<file path="config.mk">
export PLATFORM = sky130hd
export DESIGN_NAME = regbank_wb_arbiter
export DESIGN_NICKNAME = d
export VERILOG_FILES = /design/src/rtl/regbank_wb_arbiter.sv
export SDC_FILE = /design/constraint.sdc
export NUM_CORES = 1
export LEC_CHECK = 0
export CORE_MARGIN = 1
export CORE_UTILIZATION = 42
export CTS_CLUSTER_SIZE = 28
export DETAILED_ROUTE_END_ITERATION = 12
export PLACE_DENSITY_LB_ADDON = 0.25
export SYNTH_ARGS = -nofsm -noshare
export SYNTH_HDL_FRONTEND = slang
export SYNTH_SLANG_ARGS = --single-unit
</file>
<file path="constraint.sdc">
create_clock -name clk -period 6.56 [get_ports clk]
set_input_delay 1.312 -clock clk [delete_from_list [all_inputs] [get_ports clk]]
set_output_delay 1.312 -clock clk [all_outputs]
set_load 0.005 [all_outputs]
</file>
<file path="src/rtl/regbank_wb_arbiter.sv">
// Writeback arbiter for the 32x32 register bank. It merges the memory pipe (strict priority)
// with an in-order ALU queue and reports pending writes so issue logic can detect RAW hazards.
module regbank_wb_arbiter #(
  parameter int DATA_W      = 32,
  parameter int ADDR_W      = 5,
  parameter int FIFO_DEPTH  = 4,
  parameter int ZERO_REG_WE = 0
) (
  input  logic                          clk,
  input  logic                          rst_n,
  input  logic                          alu_valid,
  output logic                          alu_ready,
  input  logic [ADDR_W-1:0]             alu_dr,
  input  logic [DATA_W-1:0]             alu_data,
  input  logic                          mem_valid,
  input  logic [ADDR_W-1:0]             mem_dr,
  input  logic [DATA_W-1:0]             mem_data,
  output logic                          wr_en,
  output logic [ADDR_W-1:0]             wr_addr,
  output logic [DATA_W-1:0]             wr_data,
  input  logic [ADDR_W-1:0]             query_addr,
  output logic                          busy_hit,
  output logic [$clog2(FIFO_DEPTH):0]   fifo_count
);

  localparam int PTR_W = $clog2(FIFO_DEPTH);
  localparam int CNT_W = PTR_W + 1;

  logic [ADDR_W-1:0]     entDr   [FIFO_DEPTH];
  logic [DATA_W-1:0]     entData [FIFO_DEPTH];
  logic [FIFO_DEPTH-1:0] entValid, entLive, validNxt, liveNxt;
  logic [PTR_W-1:0]      rdPtr, wrPtr;
  logic [CNT_W-1:0]      count, countNxt;

  logic              aluAcc, fifoEmpty, push, pop;
  logic              outLoad, outEnNxt;
  logic [ADDR_W-1:0] outAddrNxt;
  logic [DATA_W-1:0] outDataNxt;
  logic              hit;

  function automatic logic isSuppressed(input logic [ADDR_W-1:0] a);
    return (ZERO_REG_WE == 0) && (a == '0);
  endfunction

  assign alu_ready  = rst_n && (count != CNT_W'(FIFO_DEPTH));
  assign fifo_count = count;

  always_comb begin
    aluAcc    = alu_valid && alu_ready;
    fifoEmpty = (count == '0);
    push      = aluAcc && (mem_valid || !fifoEmpty);
    pop       = !mem_valid && !fifoEmpty;

    outLoad    = 1'b1;
    outEnNxt   = 1'b0;
    outAddrNxt = wr_addr;
    outDataNxt = wr_data;
    if (mem_valid) begin
      outAddrNxt = mem_dr;
      outDataNxt = mem_data;
      outEnNxt   = !isSuppressed(mem_dr);
    end else if (!fifoEmpty) begin
      outAddrNxt = entDr[rdPtr];
      outDataNxt = entData[rdPtr];
      outEnNxt   = entLive[rdPtr] && !isSuppressed(entDr[rdPtr]);
    end else if (aluAcc) begin
      outAddrNxt = alu_dr;
      outDataNxt = alu_data;
      outEnNxt   = !isSuppressed(alu_dr);
    end else begin
      outLoad = 1'b0;
    end

    // Queued entries are older than an accepted mem write to the same register, so they die;
    // a push in this same cycle is younger and is marked live after the kill.
    validNxt = entValid;
    liveNxt  = entLive;
    if (mem_valid) begin
      for (int i = 0; i < FIFO_DEPTH; i++) begin
        if (entValid[i] && (entDr[i] == mem_dr)) liveNxt[i] = 1'b0;
      end
    end
    if (pop) begin
      validNxt[rdPtr] = 1'b0;
      liveNxt[rdPtr]  = 1'b0;
    end
    if (push) begin
      validNxt[wrPtr] = 1'b1;
      liveNxt[wrPtr]  = 1'b1;
    end

    unique case ({push, pop})
      2'b10:   countNxt = count + CNT_W'(1);
      2'b01:   countNxt = count - CNT_W'(1);
      default: countNxt = count;
    endcase
  end

  always_comb begin
    hit = 1'b0;
    for (int i = 0; i < FIFO_DEPTH; i++) begin
      if (entValid[i] && entLive[i] && (entDr[i] == query_addr)) hit = 1'b1;
    end
    if (wr_en && (wr_addr == query_addr))     hit = 1'b1;
    if (mem_valid && (mem_dr == query_addr))  hit = 1'b1;
    if (aluAcc && (alu_dr == query_addr))     hit = 1'b1;
    if (isSuppressed(query_addr))             hit = 1'b0;
    busy_hit = rst_n && hit;
  end

  // Queue storage: payload only, qualified by entValid so it needs no reset
  always_ff @(posedge clk) begin
    if (push) begin
      entDr[wrPtr]   <= alu_dr;
      entData[wrPtr] <= alu_data;
    end
  end

  // Queue control and registered output stage to the register bank
  always_ff @(posedge clk or negedge rst_n) begin
    if (!rst_n) begin
      entValid <= '0;
      entLive  <= '0;
      rdPtr    <= '0;
      wrPtr    <= '0;
      count    <= '0;
      wr_en    <= 1'b0;
      wr_addr  <= '0;
      wr_data  <= '0;
    end else begin
      entValid <= validNxt;
      entLive  <= liveNxt;
      count    <= countNxt;
      if (push) wrPtr <= wrPtr + PTR_W'(1);
      if (pop)  rdPtr <= rdPtr + PTR_W'(1);
      wr_en <= outEnNxt;
      if (outLoad) begin
        wr_addr <= outAddrNxt;
        wr_data <= outDataNxt;
      end
    end
  end

endmodule

</file>
==> flow_metrics.py, run 1 <==
metrics = {
    "clocking": {
        "cts_buffers": 22,
        "htreeDepth": 1,
        "post_cts_buffers": 0,
        "root_buffer": "clkbuf_16",
        "cts.repair.resized": 0,
        "clk_pin_slew_ps": 60,
        "clock_path_buffers": 3,
        "hold_buffers": 0,
        "clk_latency_ps": 520,
        "cts_tree": "done",
        "cts_sinks": 201,
    },
    "critical_path": {
        "crit_chain": "clkdlybuf4s50_1 > xor2_1 > nor4_1 > nand3_1 > and3_1 > a31oi_1 > clkdlybuf4s50_1",
        "cp_common_cell": "clkdlybuf4s50_1",
        "crit_slowest_cell": "clkdlybuf4s50_1",
        "crit_arrival_ps": 3620,
        "rr_endpoint": "wr_en",
        "path_buf_inv": 2,
        "worstReg2RegStart": "rdPtr[0]",
        "r2r_cells": 5,
        "worstPathMaxFanout": 8,
        "r2r_slack_ps": 3600,
        "critPathLaunchType": "primary input",
        "cp-end-kind": "primary output",
        "slowest_delay_ps": 680,
        "endpoint": "busy_hit",
        "startpoint": "query_addr[4]",
        "critPathRequiredTime_ps": 5250,
        "path_class": "in2out",
        "cpLargestDelayFamily": "buffers and inverters",
        "cp.depth": 7,
    },
    "yosys": {
        "netlist_area_um2": 8590,
        "ys_seq_area_frac": 0.672,
        "yosys_warnings": 0,
        "ys_ff_latch": 201,
        "syn_area_per_cell_um2": 16.1,
        "syn_nets": 626,
        "syn_inst": 533,
        "synth_cell_type_count": 34,
    },
    "pwr": {
        "finalPower_mw": 4.28,
        "irDropWorstVdd_mv": 0.259,
        "powerDensity_nw_per_um2": 395,
        "p_leak_nw": 3.79,
    },
    "place": {
        "routabilityCongestion": 0.879,
        "portBuffers": 125,
        "dp_hpwl_um": 13300,
    },
    "floorplanning": {
        "initial_core_util": 0.434,
        "dieArea_um2": 21000,
        "fp.dieW_um": 145,
        "top_level_ports": 126,
        "die_h_um": 145,
        "core_um2": 19800,
        "core.rowCount": 51,
    },
    "drt": {
        "wl_per_cell_um": 23.0,
        "drt_iter0_markers": 520,
        "via_count": 5417,
        "route.detailed.drc": 0,
        "wirelength_um": 21500,
        "ant_nets": 0,
        "drtPass1Iterations": 9,
        "viasPerCell": 5.80,
    },
    "run": {
        "drv_cap": 0,
    },
    "timing": {
        "skew_ps": 27.1,
        "finalSetupViolations": 0,
        "fmax_mhz": 203,
        "tns_ps": 0,
        "fin_crit_ps": 4930,
        "final.period_utilization": 0.752,
        "worst_pin_slew_ps": 1130,
        "maxSlewHeadroom": 0.246,
        "whs_ps": 522,
        "rsz0062_at_grt": "no",
        "slew_viol_final": 0,
        "hold_viol": 0,
    },
    "finish": {
        "seq_area_um2": 5770,
        "area_growth_pct": 26.1,
        "nFillCells": 1586,
        "n_antenna_cell": 0,
        "final_util": 0.548,
        "drive_above_1_share": 0.145,
        "multiInputGateArea_um2": 2650,
        "fin_nets": 746,
    },
    "run_status": {
        "status": "complete, no violations",
    },
    "grt": {
        "grt_pass1_wl_um": 33900,
        "antenna_found_initial": 0,
        "grt_max_degree": 75,
        "grtUsageTotal": 0.210,
        "grt_pass1_vias": 5734,
        "grt.overflow.total": 0,
    },
    "min_path": {
        "hold_class": "reg2reg",
    },
}
==> cells by family (layout without fill, tap and decap cells) <==
group	Yosys count	after routing	share of synthesized area
XOR/XNOR	60	60	0.0612
AO/OA/AOI/OAI	95	95	0.0826
AND/OR/NAND/NOR	81	81	0.0446
adder cells (fa/ha/maj)	10	10	0.0154
buffers and inverters	47	183	0.0224
multiplexers	39	39	0.102
flip-flops	201	201	0.672
==> synth_stat cells (all sizes together) <==
cell type / count / area [um^2]
a21boi: 1 / 7.51
a21o: 5 / 37.5
a21oi: 38 / 190
a222oi: 37 / 370
a31o: 4 / 35.0
a31oi: 1 / 6.26
a41oi: 2 / 17.5
and2: 4 / 25.0
and3: 1 / 6.26
buf: 9 / 50.0
clkbuf: 30 / 113
dfrtp: 53 / 1330
edfxtp: 148 / 4440
fa: 1 / 20.0
ha: 9 / 113
inv: 8 / 30.0
mux2i: 1 / 10.0
mux4: 38 / 867
nand2: 8 / 30.0
nand2b: 1 / 6.26
nand3: 4 / 20.0
nand4: 6 / 37.5
nor2: 41 / 154
nor3: 1 / 5.00
nor4: 11 / 68.8
o211ai: 2 / 20.0
o21ai: 5 / 25.0
or4: 4 / 30.0
xnor2: 20 / 175
xor2: 40 / 350
==> sequential cells by signal, indices dropped and copies added, names as in the netlist <==
signal	cells
entDr	20
wrPtr	2
entData	128
rdPtr	2
fifo_count	3
wr_data	32
wr_en	1
wr_addr	5
entValid	4
entLive	4
==> worst reg2reg max path, stage by stage (launching register included) <==
cell	delay (ps)
dfrtp_2	670
buf_4	580
mux4_1	670
or4_1	530
o211ai_2	200
o211ai_1	150
==> layer usage <==
| metal | part of all wire | wire length (um) | up-vias | GRT usage |
|---|---|---|---|---|
| met2 | 0.48 | 10300 | 211 | 0.343 |
| met5 | 0 | 0 | - | 0 |
| met3 | 0.057 | 1220 | 42 | 0.0292 |
| li1 | - | - | 2363 | - |
| met4 | 0.030 | 637 | 0 | 0.0718 |
| met1 | 0.43 | 9280 | 2801 | 0.289 |
==> where the power goes <==
group / internal (mW) / switching [mW]
logic: 0.664 / 0.567
registers: 1.63 / 0.191
clock network: 0.725 / 0.511
total: 3.01 / 1.27
==> through the flow <==
| stage | cell area (um^2) | setup slack, ps | std cells |
|---|---|---|---|
| 2_1_floorplan | 8590 | 2800 | 533 |
| 3_3_place_gp | 10100 | 1660 | 894 |
| 3_5_place_dp | 10100 | 1670 | 894 |
| 4_1_cts | 10800 | 1660 | 934 |
| 5_1_grt | 10800 | 1450 | 934 |
| 6_report | 10800 | 1630 | 934 |
==> final cells by class <==
cell class,instances,area share
sequential,201,0.533
clock buffer,26,0.0541
inverter,8,0.00277
tap,265,0.0306
clock inverter,14,0.0136
multi-input combinational,285,0.245
timing repair buffer,135,0.122
==> cell usage in the layout (no fill, tap or decap), drive strengths merged, types with 5 or more instances in the layout <==
cell type | Yosys | routed
buf | 9 | 12
nand2 | 8 | 8
a21o | 5 | 5
xnor2 | 20 | 20
nand4 | 6 | 6
nor4 | 11 | 11
clkinv | 0 | 9
inv | 8 | 9
clkdlybuf4s50 | 0 | 123
nor2 | 41 | 41
o21ai | 5 | 5
mux4 | 38 | 38
a222oi | 37 | 37
clkbuf | 30 | 26
dfrtp | 53 | 53
a21oi | 38 | 38
ha | 9 | 9
edfxtp | 148 | 148
xor2 | 40 | 40
==> worst min-delay path by stage <==
stage / from / end / slack (ps) / cells after the start
floorplan: entValid[1] / entValid[1] / 470 / 1
global placement: entValid[2] / entValid[2] / 500 / 1
detailed placement: entValid[2] / entValid[2] / 500 / 1
CTS: entValid[2] / entValid[2] / 520 / 1
global route: entValid[2] / entValid[2] / 530 / 1
finish: entValid[2] / entValid[2] / 520 / 1
Note: power is estimated with default switching activity, not from simulation.
==> run 2, diff against run 1 <==
clock period = 5 ns   (was 6.56 ns; I/O delays follow)
==> run 2 against run 1 <==
Sequential power up 32%; design area increased by 0.64%; cell count up 0.32%; sequential cell count unchanged; clock power grew 35%; combinational power is 29% higher; non-clock buffer count is 3 higher; critical path depth did not move; count of clock-buffer cells in the layout up 4; power rose by 32%; register-to-register slack worse by 1200 ps; hold slack got worse by 68 ps; critical path type unchanged; critical endpoint unchanged.
==> flow_metrics.py, run 2 (same netlist as run 1, synthesis figures left out) <==
metrics = {
    "timing": {
        "finalSetupViolations": 0,
        "worst_pin_slew_ps": 786,
        "maxSlewHeadroom": 0.476,
        "tns_ps": 0,
        "fmax_mhz": 235,
        "fin_crit_ps": 4250,
        "skew_ps": 16.4,
        "rsz0062_at_grt": "no",
        "slew_viol_final": 0,
        "hold_viol": 0,
        "setup_slack_ps": 750,
        "final.period_utilization": 0.850,
    },
    "run": {
        "drv_cap": 0,
    },
    "run_status": {
        "status": "complete, no violations",
    },
    "floorplanning": {
        "die_h_um": 145,
        "fp.dieW_um": 145,
        "initial_core_util": 0.434,
        "dieArea_um2": 21000,
        "core_um2": 19800,
        "core.rowCount": 51,
        "top_level_ports": 126,
    },
    "grt": {
        "grt_pass1_vias": 5648,
        "grt_pass1_wl_um": 34000,
        "grt_max_degree": 47,
        "grtUsageTotal": 0.210,
        "antenna_found_initial": 0,
        "grt.overflow.total": 0,
    },
    "finish": {
        "final_cell_mix": "edfxtp_1, clkdlybuf4s50_1, dfrtp_1, nor2_1, xor2_1",
        "nFillCells": 1599,
        "n_antenna_cell": 0,
        "largest_reg_flops": 128,
        "regMostFlops": "entData",
        "reg_top3": "entData: 128 flops, wr_data: 32 flops, entDr: 20 flops",
        "area_growth_pct": 26.9,
        "drive_above_1_share": 0.152,
        "fin_nets": 749,
        "final_common_cell": "edfxtp_1",
    },
    "drt": {
        "viasPerCell": 5.70,
        "ant_nets": 0,
        "route.detailed.drc": 0,
        "via_count": 5338,
        "drt_iter0_markers": 513,
        "drtPass1Iterations": 9,
        "wirelength_um": 21400,
        "wl_per_cell_um": 22.8,
    },
    "clocking": {
        "htreeDepth": 1,
        "clock_path_buffers": 3,
        "cts_buffers": 22,
        "root_buffer": "clkbuf_16",
        "post_cts_buffers": 0,
        "cts_tree": "done",
        "clk_pin_slew_ps": 70,
        "cts_sinks": 201,
        "cts.repair.resized": 0,
        "clk_latency_ps": 500,
        "hold_buffers": 0,
    },
    "critical_path": {
        "path_class": "in2out",
        "worstPathMaxFanout": 8,
        "critPathRequiredTime_ps": 4000,
        "cp-end-kind": "primary output",
        "critPathLaunchType": "primary input",
        "r2r_cells": 4,
        "crit_arrival_ps": 3250,
    },
    "pwr": {
        "powerDensity_nw_per_um2": 519,
        "p_leak_nw": 3.82,
        "irDropWorstVdd_mv": 0.294,
    },
    "place": {
        "routabilityCongestion": 0.850,
        "place_ws_ps": 726,
        "portBuffers": 125,
        "dp_hpwl_um": 14000,
    },
    "min_path": {
        "hold_class": "in2async",
    },
}
-- run 2: cell types whose count changed in the layout (fill, tap and decap cells not counted), sizes merged --
cell	previous run	this run
clkinv	9	5
buf	12	15
inv	9	8
clkbuf	26	30
clkinvlp	2	3
-- run 2: cell type report --
type	count	area (um^2)	area share
Clock buffer	30	652	0.0598
Clock inverter	10	115	0.0106
Inverter	8	30.0	0.00275
Multi-Input combinational cell	285	2650	0.243
Sequential cell	201	5770	0.530
Tap cell	265	332	0.0304
Timing Repair Buffer	138	1350	0.124
-- run 2: routing by layer --
metal | vias up | wire [um] | global-route usage
met2 | 216 | 10800 | 0.353
li1 | 2365 | - | -
met4 | 0 | 289 | 0.0511
met1 | 2732 | 9070 | 0.291
met3 | 25 | 1290 | 0.0264
met5 | - | 0 | 0
-- run 2: worst paths after layout --
path | start | end | slack (ps)
min in group clk | wr_data[25] | wr_data[25] | 530
max reg2reg | fifo_count[2] | entData[2][19] | 2390
min | rst_n | wr_en | 450
max in group asynchronous | rst_n | rdPtr[0] | 3570
min reg2reg | wr_data[25] | wr_data[25] | 530
max | query_addr[3] | busy_hit | 750
-- run 2: worst max-delay path, stage by stage --
cell and delay [ps]:
clkdlybuf4s50_1 680, xor2_1 260, nor4_1 330, nand4_1 130
and3_1 160, a31oi_1 160, clkdlybuf4s50_1 520
-- run 2: power breakdown --
part           switching [mW]  internal (mW)  leakage [nW]  total [mW]
clock                   0.649           1.02         0.370        1.67
sequential              0.267           2.13          1.98        2.40
combinational           0.715          0.878          1.48        1.59
total                    1.63           4.03          3.82        5.66
-- run 2: per-stage QoR --
| stage | power [mW] | util | area, um^2 | hold slack (ps) | std cells |
|---|---|---|---|---|---|
| after detailed placement | 4.05 | 0.512 | 10100 | 512 | 897 |
| after floorplan | 3.28 | - | 8590 | 472 | 533 |
| after global routing | 5.95 | 0.551 | 10900 | 489 | 937 |
| after global placement | 4.01 | 0.512 | 10100 | 494 | 897 |
| after CTS | 5.72 | 0.551 | 10900 | 466 | 937 |
| final | 5.66 | 0.551 | 10900 | 454 | 937 |
==> run 3, diff against run 2 <==
clock period = 3.8 ns   (was 5 ns; I/O delays follow)
==> run 3 against run 2 <==
Clock power grew 9%; via count grew 0.81%; utilization fell by 0.18 points; cell count up 0.75%; register-to-register slack got worse by 1100 ps; combinational power up 30%; sequential share of layout area grew 0.17 points; die area stayed put; critical path type unchanged; hold slack better by 61 ps.
==> flow_metrics.py, run 3 (same netlist as run 1, synthesis figures left out) <==
metrics = {
    "grt": {
        "antenna_found_initial": 0,
        "grtUsageMet2": 0.335,
        "busiest_layer": "met2",
        "grtUsageMet3": 0.0223,
        "grt_max_degree": 54,
        "grtUsageTotal": 0.201,
        "grt.overflow.total": 0,
        "grt_pass1_wl_um": 32600,
        "grt_pass1_vias": 5520,
        "grt_util_met1": 0.279,
    },
    "floorplanning": {
        "core_um2": 19800,
        "core.rowCount": 51,
        "dieArea_um2": 21000,
        "initial_core_util": 0.434,
        "die_h_um": 145,
        "top_level_ports": 126,
        "fp.dieW_um": 145,
    },
    "clocking": {
        "clock_path_buffers": 3,
        "root_buffer": "clkbuf_16",
        "hold_buffers": 0,
        "clk_latency_ps": 480,
        "cts_tree": "done",
        "cts_sinks": 201,
        "clk_pin_slew_ps": 60,
        "cts_buffers": 21,
        "htreeDepth": 1,
    },
    "critical_path": {
        "worstReg2RegStart": "rdPtr[0]",
        "path_class": "in2out",
        "crit_arrival_ps": 2870,
        "worstPathMaxFanout": 5,
        "crit_slowest_cell": "clkdlybuf4s50_1",
        "cp_common_cell": "clkdlybuf4s50_1",
        "critPathRequiredTime_ps": 3040,
        "cp-end-kind": "primary output",
        "slowest_delay_ps": 560,
        "critPathLaunchType": "primary input",
        "crit_chain": "clkdlybuf4s50_1 > buf_4 > xor2_1 > nor4_1 > a41oi_1 > a31oi_1 > clkdlybuf4s50_1",
        "startpoint": "query_addr[4]",
    },
    "finish": {
        "nFillCells": 1600,
        "fin_nets": 758,
        "final_util": 0.549,
        "largest_reg_flops": 128,
        "regMostFlops": "entData",
        "reg_top3": "entData: 128 flops, wr_data: 32 flops, entDr: 20 flops",
        "area_growth_pct": 26.5,
        "final_cell_mix": "edfxtp_1, clkdlybuf4s50_1, dfrtp_1, nor2_1, xor2_1",
        "drive_above_1_share": 0.153,
        "final_common_cell": "edfxtp_1",
        "n_antenna_cell": 0,
    },
    "timing": {
        "hold_viol": 0,
        "fmax_mhz": 276,
        "maxSlewHeadroom": 0.471,
        "final.period_utilization": 0.955,
        "whs_ps": 516,
        "worst_pin_slew_ps": 793,
        "finalSetupViolations": 0,
        "tns_ps": 0,
        "skew_ps": 11.6,
        "fin_crit_ps": 3630,
        "slew_viol_final": 0,
        "rsz0062_at_grt": "no",
    },
    "place": {
        "portBuffers": 125,
        "routabilityCongestion": 0.933,
        "dp_hpwl_um": 13600,
    },
    "run_status": {
        "status": "complete, no violations",
    },
    "drt": {
        "route.detailed.drc": 0,
        "via_count": 5381,
        "drt_iter0_markers": 604,
        "wl_per_cell_um": 22.0,
        "ant_nets": 0,
        "wirelength_um": 20800,
        "drtPass1Iterations": 8,
        "viasPerCell": 5.70,
    },
    "pwr": {
        "powerDensity_nw_per_um2": 653,
        "finalPower_mw": 7.09,
        "irDropWorstVdd_mv": 0.413,
        "p_leak_nw": 3.82,
    },
    "min_path": {
        "hold_class": "in2async",
    },
    "run": {
        "drv_cap": 0,
    },
}
-- run 3: cell count changes in the layout (fill, tap and decap cells not counted) --
cell | before | now
clkinv_4 | 2 | 1
dlymetal6s2s_1 | 0 | 2
clkbuf_8 | 5 | 0
clkdlybuf4s50_1 | 123 | 121
clkbuf_1 | 2 | 3
buf_12 | 1 | 4
clkinv_2 | 3 | 4
inv_8 | 0 | 1
buf_4 | 12 | 19
bufinv_16 | 2 | 0
clkbuf_16 | 23 | 21
clkinv_1 | 0 | 4
-- run 3: power by group --
group | leakage [nW] | total, mW | internal [mW] | switching [mW]
Clock | 0.295 | 1.82 | 1.02 | 0.801
Sequential | 1.98 | 3.20 | 2.80 | 0.396
Combinational | 1.55 | 2.07 | 1.18 | 0.896
-- run 3: what timing repair did --
item	in CTS	in global routing
resized for setup	0	2
buffers inserted	0	0
endpoints found under the setup margin	0	1
hold endpoints to repair	0	0
-- run 3: worst paths after layout --
| kind | endpoint | slack (ps) | cells past startpoint |
|---|---|---|---|
| hold / removal | fifo_count[0] | 520 | 2 |
| setup reg to reg | wr_data[27] | 1330 | 4 |
| setup / recovery | busy_hit | 170 | 7 |
| max in group asynchronous | rdPtr[1] | 2730 | 2 |
| hold reg to reg | wr_data[9] | 530 | 2 |
| min in group clk | wr_data[9] | 530 | 2 |
-- run 3: routing by layer --
metal | share of wire | up-vias
li1 | - | 2380
met1 | 0.43 | 2748
met2 | 0.49 | 220
met3 | 0.060 | 33
met4 | 0.019 | 0
met5 | 0 | -
-- run 3: final cells by class --
type / count / area [um^2] / area share
clock buffer: 24 / 537 / 0.0494
timing repair buffer: 148 / 1470 / 0.135
sequential: 201 / 5770 / 0.531
multi-input combinational: 285 / 2650 / 0.244
clock inverter: 13 / 77.6 / 0.00714
tap: 265 / 332 / 0.0305
inverter: 8 / 30.0 / 0.00276
-- run 3: critical path: cells and delay by family --
family | cells | cell delay (ps)
AOI/OAI and AO/OA | 2 | 350
xor gates and xnor gates | 1 | 150
buffers and inverters | 3 | 1320
and+or+nand+nor | 1 | 280
-- run 3: per-stage QoR --
| stage | area (um^2) | std cells | setup slack, ps |
|---|---|---|---|
| 6_report | 10900 | 944 | 172 |
| 5_1_grt | 10900 | 944 | 8.26 |
| 4_1_cts | 10900 | 944 | 54.8 |
| 3_5_place_dp | 10200 | 907 | 57.4 |
| 3_3_place_gp | 10200 | 907 | 107 |
| 2_1_floorplan | 8590 | 533 | 952 |
